==> src/rtl/n64_poll_sequencer_if.sv <==
// Pin-level bundle between the N64 poll sequencer, the pad buffer and the button consumer.
// slave = sequencer side, master = surrounding logic.
interface n64_poll_sequencer_if;
   logic        start;
   logic        data_in;
   logic        data_oe;
   logic        busy;
   logic        valid;
   logic        timeout_err;
   logic [31:0] buttons;

   modport master (
      output start, data_in,
      input  data_oe, busy, valid, timeout_err, buttons
   );

   modport slave (
      input  start, data_in,
      output data_oe, busy, valid, timeout_err, buttons
   );
endinterface

==> src/rtl/n64_poll_sequencer.sv <==
// Host-side N64 controller poll sequencer: sends 0x01 + stop, captures the 32-bit reply.
// Optional AUTO_POLL_EN: free-running period counter issues polls without an external start.
module n64_poll_sequencer #(
   parameter int unsigned T_US       = 12,
   parameter int unsigned TIMEOUT_US = 200,
   parameter int unsigned GUARD_US   = 10
`ifdef AUTO_POLL_EN
  ,parameter int unsigned POLL_PERIOD_US = 16667
`endif
) (
   input logic                 clk,
   input logic                 reset,
   n64_poll_sequencer_if.slave bus
);

   localparam int unsigned LD_TIMEOUT = TIMEOUT_US * T_US;
   localparam int unsigned LD_GUARD   = GUARD_US * T_US;
   localparam int unsigned LD_MAX_A   = (LD_TIMEOUT > LD_GUARD) ? LD_TIMEOUT : LD_GUARD;
   localparam int unsigned LD_MAX     = (LD_MAX_A > 3 * T_US) ? LD_MAX_A : 3 * T_US;
   localparam int unsigned TW         = $clog2(LD_MAX) + 1;

   typedef enum logic [3:0] {
      IDLE,
      TX_LOW,
      TX_HIGH,
      TX_STOP,
      RX_WAIT_FALL,
      RX_SAMPLE,
      RX_WAIT_RISE,
      GUARD,
      ABORT
   } state_t;

   state_t        r_state;
   state_t        w_next;
   logic [TW-1:0] r_timer;
   logic [TW-1:0] w_load;
   logic          w_expired;
   logic          w_start;
   logic          w_fall;
   logic          r_meta;
   logic          r_sync;
   logic          r_prev;
   logic [2:0]    r_txbit;
   logic [5:0]    r_cnt;
   logic [31:0]   r_shift;
   logic [31:0]   r_buttons;
   logic          r_valid;

   function automatic logic [TW-1:0] ld(input int unsigned n);
      return TW'(n - 1);
   endfunction

`ifdef AUTO_POLL_EN
   localparam int unsigned PERIOD = POLL_PERIOD_US * T_US;
   localparam int unsigned PW     = $clog2(PERIOD + 1);

   logic [PW-1:0] r_period;
   logic          w_tick;

   assign w_tick = (r_period == PW'(PERIOD - 1));

   always_ff @(posedge clk) begin
      if (reset)       r_period <= '0;
      else if (w_tick) r_period <= '0;
      else             r_period <= r_period + 1'b1;
   end

   assign w_start = bus.start | w_tick;
`else
   assign w_start = bus.start;
`endif

   assign w_expired = (r_timer == '0);
   assign w_fall    = r_prev & ~r_sync;

   always_ff @(posedge clk) begin
      if (reset) r_state <= IDLE;
      else       r_state <= w_next;
   end

   // A '1' bit has already risen by the sample point, so RX_WAIT_RISE waits on the released level.
   always_comb begin
      w_next = r_state;
      unique case (r_state)
         IDLE:         if (w_start && !r_valid) w_next = TX_LOW;
         TX_LOW:       if (w_expired) w_next = TX_HIGH;
         TX_HIGH:      if (w_expired) w_next = (r_txbit == 3'd7) ? TX_STOP : TX_LOW;
         TX_STOP:      if (w_expired) w_next = RX_WAIT_FALL;
         RX_WAIT_FALL: if (w_fall) w_next = RX_SAMPLE;
                       else if (w_expired) w_next = ABORT;
         RX_SAMPLE:    if (w_expired) w_next = RX_WAIT_RISE;
         RX_WAIT_RISE: if (r_sync) w_next = (r_cnt == 6'd32) ? GUARD : RX_WAIT_FALL;
                       else if (w_expired) w_next = ABORT;
         GUARD:        if (w_expired) w_next = IDLE;
         ABORT:        w_next = IDLE;
         default:      w_next = IDLE;
      endcase

      w_load = '0;
      case (w_next)
         TX_LOW:       w_load = (r_state == TX_HIGH && r_txbit == 3'd6) ? ld(T_US) : ld(3 * T_US);
         TX_HIGH:      w_load = (r_txbit == 3'd7) ? ld(3 * T_US) : ld(T_US);
         TX_STOP:      w_load = ld(T_US);
         RX_WAIT_FALL: w_load = ld(LD_TIMEOUT);
         RX_SAMPLE:    w_load = ld(2 * T_US);
         RX_WAIT_RISE: w_load = ld(LD_TIMEOUT);
         GUARD:        w_load = ld(LD_GUARD);
         default:      w_load = '0;
      endcase
   end

   always_comb begin
      bus.data_oe     = 1'b0;
      bus.timeout_err = 1'b0;
      bus.busy        = (r_state != IDLE) || r_valid;
      case (r_state)
         TX_LOW, TX_STOP: bus.data_oe     = 1'b1;
         ABORT:           bus.timeout_err = 1'b1;
         default:         ;
      endcase
   end

   assign bus.valid   = r_valid;
   assign bus.buttons = r_buttons;

   always_ff @(posedge clk) begin
      if (reset) begin
         r_timer   <= '0;
         r_meta    <= 1'b1;
         r_sync    <= 1'b1;
         r_prev    <= 1'b1;
         r_txbit   <= '0;
         r_cnt     <= '0;
         r_shift   <= '0;
         r_buttons <= '0;
         r_valid   <= 1'b0;
      end else begin
         r_meta  <= bus.data_in;
         r_sync  <= r_meta;
         r_prev  <= r_sync;
         r_valid <= 1'b0;

         if (w_next != r_state) r_timer <= w_load;
         else if (!w_expired)   r_timer <= r_timer - 1'b1;

         if (r_state == IDLE)                     r_txbit <= '0;
         else if (r_state == TX_HIGH && w_expired) r_txbit <= r_txbit + 3'd1;

         if (r_state == IDLE && w_next == TX_LOW) begin
            r_shift <= '0;
            r_cnt   <= '0;
         end else if (r_state == RX_SAMPLE && w_expired) begin
            r_shift <= {r_shift[30:0], r_sync};
            if (r_cnt != '1) r_cnt <= r_cnt + 6'd1;
         end

         if (r_state == GUARD && w_expired) begin
            r_buttons <= r_shift;
            r_valid   <= 1'b1;
         end
      end
   end

endmodule
==> src/flat_wrapper.sv <==
// flat-port wrapper written by rule: the top's interface ports become plain ports
module n64_poll_sequencer_flat 
#(
   parameter int unsigned T_US       = 12,
   parameter int unsigned TIMEOUT_US = 200,
   parameter int unsigned GUARD_US   = 10

)
  (clk, reset, bus_start, bus_data_in, bus_data_oe, bus_busy, bus_valid, bus_timeout_err, bus_buttons);
  n64_poll_sequencer_if bus_i ();
  input logic clk;
  input logic reset;
  input wire logic [$bits(bus_i.start)-1:0] bus_start;
  input wire logic [$bits(bus_i.data_in)-1:0] bus_data_in;
  output wire logic [$bits(bus_i.data_oe)-1:0] bus_data_oe;
  output wire logic [$bits(bus_i.busy)-1:0] bus_busy;
  output wire logic [$bits(bus_i.valid)-1:0] bus_valid;
  output wire logic [$bits(bus_i.timeout_err)-1:0] bus_timeout_err;
  output wire logic [$bits(bus_i.buttons)-1:0] bus_buttons;
  assign bus_i.start = bus_start;
  assign bus_i.data_in = bus_data_in;
  assign bus_data_oe = bus_i.data_oe;
  assign bus_busy = bus_i.busy;
  assign bus_valid = bus_i.valid;
  assign bus_timeout_err = bus_i.timeout_err;
  assign bus_buttons = bus_i.buttons;
  n64_poll_sequencer #(.T_US(T_US), .TIMEOUT_US(TIMEOUT_US), .GUARD_US(GUARD_US)) u_core (.clk(clk), .reset(reset), .bus(bus_i));
endmodule
==> config.mk <==
export PLATFORM = sky130hd
export DESIGN_NAME = n64_poll_sequencer_flat
export DESIGN_NICKNAME = d
export VERILOG_FILES = /design/src/rtl/n64_poll_sequencer_if.sv /design/src/rtl/n64_poll_sequencer.sv /design/src/flat_wrapper.sv
export SDC_FILE = /design/constraint.sdc
export NUM_CORES = 1
export LEC_CHECK = 0
export BUFFER_PORTS_ARGS = -buffer_cell sky130_fd_sc_hd__buf_4
export CAP_MARGIN = 20
export CORE_MARGIN = 2
export CORE_UTILIZATION = 50
export DETAILED_ROUTE_END_ITERATION = 8
export PLACE_DENSITY_LB_ADDON = 0.25
export SYNTH_ARGS = -nofsm -noshare
export SYNTH_HDL_FRONTEND = slang
export SYNTH_SLANG_ARGS = --single-unit
==> constraint.sdc <==
create_clock -name clk -period 6.1 [get_ports clk]
set_input_delay 1.83 -clock clk [delete_from_list [all_inputs] [get_ports clk]]
set_output_delay 1.83 -clock clk [all_outputs]
set_load 0.01 [all_outputs]
### Word level (Yosys, flattened, before mapping)

Index checks and enable logic that the tools add are counted.

| storage, ports and cells | value |
|---|---|
| register bits after elaboration | 94 |
| input bits | 4 |
| output and inout port bits | 36 |

| operators by class | value |
|---|---|
| add/sub/neg operators | 3 |
| equal/unequal tests | 21 |
| muxes and demuxes | 20 |
| bitwise logic cells | 2 |
| reduce and logical (&&, ||, !) cells | 16 |

Operators by type and width:

| cell | number |
|---|---|
| 13-bit one-hot mux with 6 select lines | 1 |
| 4-bit two-way mux | 9 |
| 4-bit by 3-bit == test with 1-bit output (second input constant) | 8 |
| 4-bit one-hot mux with 8 select lines | 1 |
| 13-bit two-way mux | 2 |
| 4-bit by 2-bit == test with 1-bit output (second input constant) | 4 |
| 13-bit logical NOT | 1 |
| 13-bit by 1-bit subtractor with 13-bit output (second input constant) | 1 |
| 6-bit two-way mux | 2 |
| 4-bit by 1-bit == test with 1-bit output (second input constant) | 2 |
| 2-bit OR reduction | 4 |
| 6-bit by 1-bit adder with 6-bit output (second input constant) | 1 |
| 3-bit == test (second input constant) | 2 |
| 6-bit == test (second input constant) | 1 |
| 1-bit logical AND | 6 |
| 6-bit inequality test (second input constant) | 1 |
| 4-bit == test (second input constant) | 1 |
| 4-bit logical NOT | 1 |
| 2-bit two-way mux | 2 |
| 4-bit inequality test | 1 |
| 4-bit nonzero test | 1 |
| 3-bit by 1-bit adder with 3-bit output (second input constant) | 1 |
| 1-bit two-way mux | 3 |
| 2-bit inequality test (second input constant) | 1 |
| 5 further kinds | 5 |

### Longest topological paths before layout

Gate-level depths: netlist of run 1.

| logic depth | value |
|---|---|
| word-level depth | 8 |
| gate-level depth with buffers | 11 |

### Worst setup path after synthesis of run 1

OpenSTA, ideal clock, no wires.

| path | value |
|---|---|
| path type | input -> register |
| start | in bus_start |
| end | reg u_core.r_timer[5] |
| setup time | 0.092 ns |
| arrival time | 3.230 ns |
| required time | 6.008 ns |
| setup slack | 2.777 ns |
| stages | 8 |
| buffers on the path | 1 |
| cells stage by stage | nor3b_1 -> o2bb2ai_1 -> a41o_1 -> a211o_1 -> a21oi_1 -> buf_2 -> nand2_1 -> o32ai_1 |

| between the ends | value |
|---|---|
| word-level cells in the longest chain between the ends | 7 |

RTL lines:

| item | RTL line | text |
|---|---|---|
| start, declared | flat_wrapper.sv:13 | `input wire logic [$bits(bus_i.start)-1:0] bus_start;` |
| 1-bit logical AND * | n64_poll_sequencer.sv:86 | `IDLE: if (w_start && !r_valid) w_next = TX_LOW;` |
| 4-bit two-way mux * | n64_poll_sequencer.sv:86 |  |
| 4-bit one-hot mux with 8 select lines * | n64_poll_sequencer.sv:85 | `unique case (r_state)` |
| 4-bit by 3-bit == test with 1-bit output | n64_poll_sequencer.sv:101 | `case (w_next)` |
| 2-bit OR reduction (no source line) | -- |  |
| 13-bit one-hot mux with 6 select lines | n64_poll_sequencer.sv:101 |  |
| 13-bit two-way mux | n64_poll_sequencer.sv:144 | `if (w_next != r_state) r_timer <= w_load;` |
| end signal, assigned | n64_poll_sequencer.sv:144 |  |
| end signal, assigned | n64_poll_sequencer.sv:145 | `else if (!w_expired) r_timer <= r_timer - 1'b1;` |
| end, declared | n64_poll_sequencer.sv:36 | `logic [TW-1:0] r_timer;` |

Mark *: on every way between the ends. The rest lies on a longest branch, timed or not.
A chain may end at the register's enable or synchronous reset.

### Worst setup path after layout of run 1

Ends and elaborated chain as after synthesis.

==> impl_results.md, run 1 <==
* Post-synth EDFFs at 0
* CORE AREA at 0.007647 mm2
* Post-synthesis sequential area ratio at 48.27%
* Width of the die at 92.31 um
* Drt first-iter violations at 215
* Hold Crit Class: reg -> reg
* DRC errors left at 0
* Max incr delay on CP at 0.57 ns
* Clock sink count at 94
* Post-CTS Setup Repair Bufs at 0
* Status: finished, final reports clean
* P_int at 988.8 uW
* Commonest non-fill, non-tap cells in the layout: nand2_1 (150), dfxtp_1 (94), a21oi_1 (68)
* Clock power frac at 24.7%
* Nets at 522
* HPWL after DPL at 5126 um
* ANT nets after route at 0
* Most common cell after layout, fill and taps aside: nand2_1
* Sw frac at 35.11%
* Mean area per synthesized cell at 7.957 um2
* Initial core utilization at 50.98%
* Total congestion overflow at 0
* Required time of the critical path at 6.35 ns
* Detailed-route via count at 3283
* Crit Path Max Fanout at 11
* Slew margin rel. at 39.94%
* Per-cell routed wire length at 12.84 um
* Die ar. at 0.008520 mm2
* P_sw at 535.1 uW
* GRT Resource Usage Total at 19.72%
* Seq cells post-synth at 94
* Synthesized Nets at 500
* Clk slew on worst S/H paths at 0.09 ns
* PD cells at 344.4 mW/mm2
* CTS Root Cell: clkbuf_8
* Ys async rst share at 0%
* IO Count at 40
* RSZ-0062 raised after global routing: false
* Final min period at 3.645 ns
* Ys Warns at 0
* Max Clock Skew at 0.01311 ns
* CP Data Arrival Time at 3.89 ns
* Die Ht at 92.31 um
* Longest Clk Path Bufs at 2
* P&R area growth vs syn at 13.51%
* Total CTS buffers at 9
* Setup crit end kind: flip-flop
* Worst path slowest cell: a21oi_1
* Largest net degree at the start of global routing at 52
* Setup TNS at 0 ns
* Final worst-path cycle share at 59.75%
* Crit-path cells: buf_4 > nor3b_1 > o2bb2ai_1 > a41o_1 > a211o_1 > a21oi_1 > nand2_1 > o32ai_1
* Layout cell share with drive strength beyond 1 at 13.93%
* Gate power share at 29.7%
* Final Hold Viols at 0
* Max VDD drop at 191.2 uV
* Worst-margin pin slew at 0.8934 ns
* Leak at 0.001578 uW
* Via/cell ratio at 5.304
* Placer congestion estimate at 0.8844
* Sequential share of power at 45.6%
* Skew-Pair Late Insertion Delay at 0.36 ns
* Number of library cell types mapped by synthesis at 50
* WP buf/inv at 1
* Hold-fix buffers, CTS at 0
* WS Path Type: in -> reg
* Rows at 32
* Antenna fix cells at 0
* CTS tree: done
* Ys flop type: dfxtp_1
* # port buffers at 39
* CP Launch Type: input port
* Post-CTS sizing at 0
* Total wire length at 7945 um
* Final Slew Violations at 0
* Max-cap viol count at 0
* FMAX at 0.2744 GHz
* Final setup vio count at 0
* Number of global-route vias before repair at 3079
* Delay-heaviest family, CP: compound AO/OA/AOI/OAI gates
* Fin util at 57.87%
* Antenna violations before repair at 0
* Filler cells at 699
* Synth Instances at 490
* Pre-antenna DRT Iters at 6
* First-pass GRT wire length at 13660 um
* CTS H-Tree Depth at 3
* Syn Std Cell Area at 0.003899 mm2
-- Yosys cell counts (all sizes together), types with 2 or more instances --
master    n  area [um2]
nand2   150       563.0
dfxtp    94        1882
a21oi    68       340.3
clkbuf   28       105.1
nor2     27       101.4
inv       9       33.78
nor3      9       45.04
xnor2     9       78.83
nor2b     7       43.79
ha        6       75.07
or2       6       37.54
xor2      6       52.55
and3      5       31.28
nand2b    5       31.28
o21ai     5       25.02
a31oi     4       40.04
buf       4       18.76
nor4      4       37.53
a211oi    3       22.52
nand4     3       18.77
o31ai     3       22.52
or3       3       18.77
or4       3       26.27
a21o      2       15.01
mux2i     2       20.02
nand3     2       10.01
nor3b     2       15.01
o211ai    2       15.01
o32ai     2       17.52
-- routing by layer --
layer  vias to the layer above  GRT usage [%]  part of all wire (%)
met4                         0          9.826                  0.83
met1                      1503          25.82                    48
met5                         -              0                     0
li1                       1682              -                     -
met2                        92          31.33                    47
met3                         6          3.580                   4.5
-- registers in the layout (all words and copies together) (netlist names) --
register            count
u_core.r_cnt            6
u_core.bus.valid        1
u_core.r_shift         32
u_core.r_meta           1
u_core.r_sync           1
u_core.bus.buttons     32
u_core.r_state          4
u_core.r_timer         13
u_core.r_txbit          3
u_core.r_prev           1
-- worst paths after layout --
path | start | to | slack (ns) | cells after the start
worst max register to register | u_core.r_timer[0]$_SDFFE_PP0P_ | u_core.r_cnt[5]$_SDFFE_PP0P_ | 2.50 | 10
worst min register to register | u_core.r_meta$_SDFF_PP1_ | u_core.r_sync$_SDFF_PP1_ | 0.44 | 1
worst max-delay path | bus_start | u_core.r_timer[5]$_SDFFE_PP0P_ | 2.46 | 8
worst min-delay path | u_core.r_meta$_SDFF_PP1_ | u_core.r_sync$_SDFF_PP1_ | 0.44 | 1
-- kinds of logic after synthesis --
family | after synthesis | share of synthesized area (%)
xor+xnor | 15 | 3.370
buf+inv | 41 | 4.043
simple gates | 230 | 26.03
flops | 94 | 48.27
fa+ha+maj | 6 | 1.925
compound gates | 101 | 15.57
mux | 3 | 0.8023
-- power by group through the flow --
stage | sequential, uW | combinational, uW | clock, uW
2_1_floorplan | 689 | 375 | 0
3_3_place_gp | 706 | 434 | 0
5_1_grt | 701 | 505 | 415
4_1_cts | 694 | 448 | 389
6_report | 695 | 452 | 377
3_5_place_dp | 708 | 443 | 0
-- layout make-up --
| type | count | area, um2 | area share (%) |
|---|---|---|---|
| inverters | 9 | 33.78 | 0.7634 |
| clock inverters | 6 | 53.80 | 1.216 |
| multi-input cells | 355 | 1871 | 42.27 |
| repair buffers | 43 | 330.3 | 7.464 |
| clock buffers | 10 | 127.6 | 2.884 |
| well taps | 102 | 127.6 | 2.884 |
| flip-flops and latches | 94 | 1882 | 42.52 |
-- through the flow --
stage | instance area [um2] | setup slack (ns) | power, uW | hold slack [ns] | cells
3_5_place_dp | 4229 | 2.139 | 1151 | 0.4201 | 602
3_3_place_gp | 4229 | 2.269 | 1139 | 0.3992 | 602
2_1_floorplan | 3899 | 2.777 | 1064 | 0.3895 | 490
6_report | 4425 | 2.455 | 1524 | 0.4397 | 619
5_1_grt | 4425 | 2.209 | 1621 | 0.4586 | 619
4_1_cts | 4410 | 2.302 | 1531 | 0.4415 | 618
(Power assumes the default switching activity.)
==> run 2: changes to the inputs <==
- clock period: 6.1 -> 3.5 ns (I/O delays scaled with it)
==> run 2 against run 1 <==
Compared with the run above:
- register-to-register slack worse by 2.2 ns
- clock-buffer cell count down 1
- worst setup slack got worse by 2.1 ns
- flip-flop and latch count stayed put
- final cell count up 0.65%
- largest power group unchanged
==> impl_results.md, run 2 (same netlist as run 1, synthesis figures left out) <==
* Die Ht at 92.31 um
* Storage cell area at 0.001882 mm2
* Setup TNS at 0 ns
* Largest net degree at the start of global routing at 52
* WP buf/inv at 1
* Delay-heaviest family, CP: simple AND/OR/NAND/NOR gates
* FMAX at 0.3145 GHz
* Final min period at 3.180 ns
* IO Count at 40
* Final Hold Viols at 0
* Drt first-iter violations at 230
* CORE AREA at 0.007647 mm2
* Crit-path cells: inv_1 > ha_1 > or4b_1 > or4_4 > or4_1 > a31oi_4 > nand4_1 > xor2_1 > nor2_1
* RSZ-0062 raised after global routing: false
* Antenna violations before repair at 0
* Longest Clk Path Bufs at 2
* Max Clock Skew at 0.01364 ns
* Per-cell routed wire length at 12.73 um
* R2R cell count at 9
* Worst-margin pin slew at 0.7629 ns
* WS Path Type: reg -> reg
* Total wire length at 7933 um
* Commonest non-fill, non-tap cells in the layout: nand2_1 (150), dfxtp_1 (94), a21oi_1 (68)
* Clock sink count at 94
* CP Data Arrival Time at 3.43 ns
* Detailed-route via count at 3312
* Via/cell ratio at 5.316
* Setup crit end kind: flip-flop
* Max incr delay on CP at 0.65 ns
* Initial core utilization at 50.98%
* Nets at 526
* Slew margin rel. at 47.83%
* HPWL after DPL at 5141 um
* Rows at 32
* PD cells at 611.0 mW/mm2
* Area of the multi-input gates at 0.001871 mm2
* Number of global-route vias before repair at 3093
* Placed cells at 607
* Placer congestion estimate at 0.8607
* Final Slew Violations at 0
* CTS tree: done
* Reg-to-reg slack, setup at 0.32 ns
* Post-CTS Setup Repair Bufs at 0
* Hold-fix buffers, CTS at 0
* Antenna fix cells at 0
* Required time of the critical path at 3.75 ns
* Width of the die at 92.31 um
* Leak at 0.001608 uW
* Crit. path cell count at 9
* Final setup vio count at 0
* CTS Root Cell: clkbuf_8
* Post-CTS sizing at 0
* Final worst-path cycle share at 90.85%
* Worst path slowest cell: or4_4
* Die ar. at 0.008520 mm2
* Crit Path Max Fanout at 14
* CTS H-Tree Depth at 3
* CP Launch Type: flip-flop
* Fin util at 58.46%
* P&R area growth vs syn at 14.67%
* Skew-Pair Late Insertion Delay at 0.36 ns
* Total congestion overflow at 0
* Max-cap viol count at 0
* Final instance area at 0.004471 mm2
* Hold path cells at 1
* Pre-antenna DRT Iters at 4
* Status: finished, final reports clean
* Non-filler cells, final at 623
* Total CTS buffers at 9
* Filler cells at 702
* Clk slew on worst S/H paths at 0.09 ns
* Max VDD drop at 293.2 uV
* GRT Resource Usage Total at 19.96%
* First-pass GRT wire length at 13810 um
* Hold Crit Class: reg -> reg
* Most common cell after layout, fill and taps aside: nand2_1
* # port buffers at 39
* Layout cell share with drive strength beyond 1 at 14.78%
* DRC errors left at 0
* ANT nets after route at 0
* Placed cell areas at 0.004267 mm2
* Final Power at 2732 uW
run 2: changes by cell type in the layout (fill, tap and decap cells not counted):
cell	before	now
clkinv_2	0	1
bufinv_16	0	1
clkinv_4	3	2
buf_8	1	0
buf_4	42	47
clkbuf_1	1	0
run 2: worst paths after layout:
path | from | to
worst max register to register | u_core.r_timer[0]$_SDFFE_PP0P_ | u_core.r_cnt[4]$_SDFFE_PP0P_
worst min-delay path | u_core.r_meta$_SDFF_PP1_ | u_core.r_sync$_SDFF_PP1_
worst max-delay path | u_core.r_timer[0]$_SDFFE_PP0P_ | u_core.r_cnt[4]$_SDFFE_PP0P_
worst min register to register | u_core.r_meta$_SDFF_PP1_ | u_core.r_sync$_SDFF_PP1_
run 2: layer usage:
metal  up-vias  wire length, um  GRT usage, %
li1       1692                -             -
met1      1541             3699         25.92
met2        68             3756         32.79
met3        11              351         4.231
met5         -                0             0
met4         0              126         7.338
run 2: final cells by class:
class	instances	share of cell area, %
Clock buffer	9	2.771
Sequential cell	94	42.09
Timing Repair Buffer	47	7.893
Clock inverter	7	1.791
Multi-Input combinational cell	355	41.84
Tap cell	102	2.855
Inverter	9	0.7557
run 2: power breakdown:
part / internal (uW) / switching, uW
clock network: 339 / 388
registers: 1140 / 64.2
logic: 341 / 464
run 2: stage by stage:
step                hold WS (ns)  setup WS, ns
floorplan                 0.3895        0.6171
global placement          0.3949        0.4577
detailed placement        0.3986        0.3778
CTS                       0.4344        0.3112
global route              0.4596        0.1408
finish                    0.4289        0.3202
==> run 3: changes to the inputs <==
- MAX_ROUTING_LAYER: default -> met4
- SETUP_SLACK_MARGIN: default -> 0.1
==> run 3 against run 2 <==
Compared with the run above:
- via count down 0.85%
- fmax down 0.20%
- first-iteration DRC count up 7.0%
- design area unchanged
- worst setup slack worse by 0.0065 ns
- clock skew up 0.0015 ns
- non-clock buffer count unchanged
- largest power group unchanged
- highest routed layer unchanged
==> impl_results.md, run 3 (same netlist as run 1, synthesis figures left out) <==
* Status: finished, final reports clean
* Final Power at 2732 uW
* CTS tree: done
* Most common cell after layout, fill and taps aside: nand2_1
* Filler cells at 702
* Setup crit end kind: flip-flop
* Post-CTS Setup Repair Bufs at 0
* DRC errors left at 0
* Die Ht at 92.31 um
* CORE AREA at 0.007647 mm2
* Non-filler cells, final at 623
* Layout cell share with drive strength beyond 1 at 14.78%
* Skew-Pair Late Insertion Delay at 0.36 ns
* Hold path cells at 1
* Antenna violations before repair at 0
* R2R cell count at 9
* CTS H-Tree Depth at 3
* Hold-fix buffers, CTS at 0
* Detailed-route via count at 3284
* CP Launch Type: flip-flop
* Max VDD drop at 292.7 uV
* Gate power share at 29.5%
* HPWL after DPL at 5141 um
* P_int at 1816 uW
* FMAX at 0.3138 GHz
* PD cells at 611.2 mW/mm2
* Final worst-path cycle share at 91.04%
* Pre-antenna DRT Iters at 4
* Setup TNS at 0 ns
* Rows at 32
* Leak at 0.001608 uW
* Commonest non-fill, non-tap cells in the layout: nand2_1 (150), dfxtp_1 (94), a21oi_1 (68)
* Longest Clk Path Bufs at 2
* Clk slew on worst S/H paths at 0.09 ns
* Antenna fix cells at 0
* Width of the die at 92.31 um
* WS Path Type: reg -> reg
* Max Clock Skew at 0.01514 ns
* Post-CTS sizing at 0
* P_sw at 916.8 uW
* Clock sink count at 94
* ANT nets after route at 0
* Worst-margin pin slew at 0.7666 ns
* Total CTS buffers at 9
* Die ar. at 0.008520 mm2
* Drt first-iter violations at 246
* Max-cap viol count at 0
* Max incr delay on CP at 0.65 ns
* Hold path endpoint: u_core.r_sync$_SDFF_PP1_
* Final Hold Viols at 0
* First-pass GRT wire length at 13780 um
* Crit Path Max Fanout at 14
* Total wire length at 7940 um
* Initial core utilization at 50.98%
* RSZ-0062 raised after global routing: false
* Required time of the critical path at 3.75 ns
* IO Count at 40
* P&R area growth vs syn at 14.67%
* Number of global-route vias before repair at 3098
* Reg-to-reg slack, setup at 0.31 ns
* Worst path slowest cell: or4_4
* GRT Resource Usage Total at 20.42%
* Hold Crit Class: reg -> reg
* Min-delay src: u_core.r_meta$_SDFF_PP1_
* RR Startpoint: u_core.r_timer[0]$_SDFFE_PP0P_
* Placed cells at 607
* Final setup vio count at 0
* Final min period at 3.186 ns
* Sequential share of power at 43.9%
* Sw frac at 33.55%
* Crit-path cells: inv_1 > ha_1 > or4b_1 > or4_4 > or4_1 > a31oi_4 > nand4_1 > xor2_1 > nor2_1
* Per-cell routed wire length at 12.74 um
* Placer congestion estimate at 0.8745
* Worst reg2reg endpoint: u_core.r_cnt[4]$_SDFFE_PP0P_
* CTS Root Cell: clkbuf_8
* Nets at 526
* Largest net degree at the start of global routing at 52
* Slew margin rel. at 47.57%
* Total congestion overflow at 0
* Via/cell ratio at 5.271
* # port buffers at 39
* Clock power frac at 26.6%
* Final Slew Violations at 0
* CP Data Arrival Time at 3.43 ns
## run 3: power by group through the flow
stage / combinational (uW) / sequential [uW] / clock, uW
6_report: 805 / 1200 / 728
5_1_grt: 902 / 1210 / 795
4_1_cts: 805 / 1200 / 748
3_5_place_dp: 799 / 1220 / 0
3_3_place_gp: 779 / 1220 / 0
2_1_floorplan: 653 / 1200 / 0
## run 3: worst max-delay path by stage
stage                              startpoint                            to  slack, ns  cells after the start
6_report       u_core.r_timer[0]$_SDFFE_PP0P_  u_core.r_cnt[4]$_SDFFE_PP0P_       0.31                      9
5_1_grt        u_core.r_timer[0]$_SDFFE_PP0P_  u_core.r_cnt[4]$_SDFFE_PP0P_       0.14                      9
4_1_cts        u_core.r_timer[0]$_SDFFE_PP0P_  u_core.r_cnt[4]$_SDFFE_PP0P_       0.31                      9
3_5_place_dp   u_core.r_timer[0]$_SDFFE_PP0P_  u_core.r_cnt[4]$_SDFFE_PP0P_       0.38                      9
3_3_place_gp   u_core.r_timer[0]$_SDFFE_PP0P_  u_core.r_cnt[4]$_SDFFE_PP0P_       0.46                      9
2_1_floorplan  u_core.r_timer[0]$_SDFFE_PP0P_  u_core.r_cnt[4]$_SDFFE_PP0P_       0.62                     11
## run 3: metal layers
| metal | routed length [um] | vias up | share of wire, % | global-route usage [%] |
|---|---|---|---|---|
| met1 | 3765 | 1515 | 47 | 25.97 |
| met2 | 3727 | 66 | 47 | 32.79 |
| met5 | 0 | - | 0 | - |
| li1 | - | 1690 | - | - |
| met4 | 121 | 0 | 1.5 | 8.458 |
| met3 | 326 | 13 | 4.1 | 3.011 |
## run 3: per-stage QoR
| stage | utilization [%] | area [um2] | worst slack (ns) | hold slack, ns |
|---|---|---|---|---|
| 2_1_floorplan | - | 3899 | 0.6171 | 0.3895 |
| 5_1_grt | 58.46 | 4471 | 0.1408 | 0.4596 |
| 3_3_place_gp | 55.79 | 4267 | 0.4577 | 0.3949 |
| 3_5_place_dp | 55.79 | 4267 | 0.3778 | 0.3986 |
| 4_1_cts | 58.46 | 4471 | 0.3112 | 0.4344 |
| 6_report | 58.46 | 4471 | 0.3137 | 0.4294 |
## run 3: worst max-delay path, delay by kind of cell (launching register included)
| family | cells | cell delay (ns) |
|---|---|---|
| adders and majority gates | 1 | 0.20 |
| and+or+nand+nor | 5 | 2.02 |
| DFF | 1 | 0.34 |
| AOI/OAI and AO/OA | 1 | 0.27 |
| buffers and inverters | 1 | 0.06 |
| xor gates and xnor gates | 1 | 0.19 |
## run 3: layout make-up
| cell class | instances | area, um2 | area share, % |
|---|---|---|---|
| clock buffer | 9 | 123.9 | 2.771 |
| tap | 102 | 127.6 | 2.855 |
| sequential | 94 | 1882 | 42.09 |
| clock inverter | 7 | 80.08 | 1.791 |
| multi-input combinational | 355 | 1871 | 41.84 |
| timing repair buffer | 47 | 352.8 | 7.893 |
| inverter | 9 | 33.78 | 0.7557 |
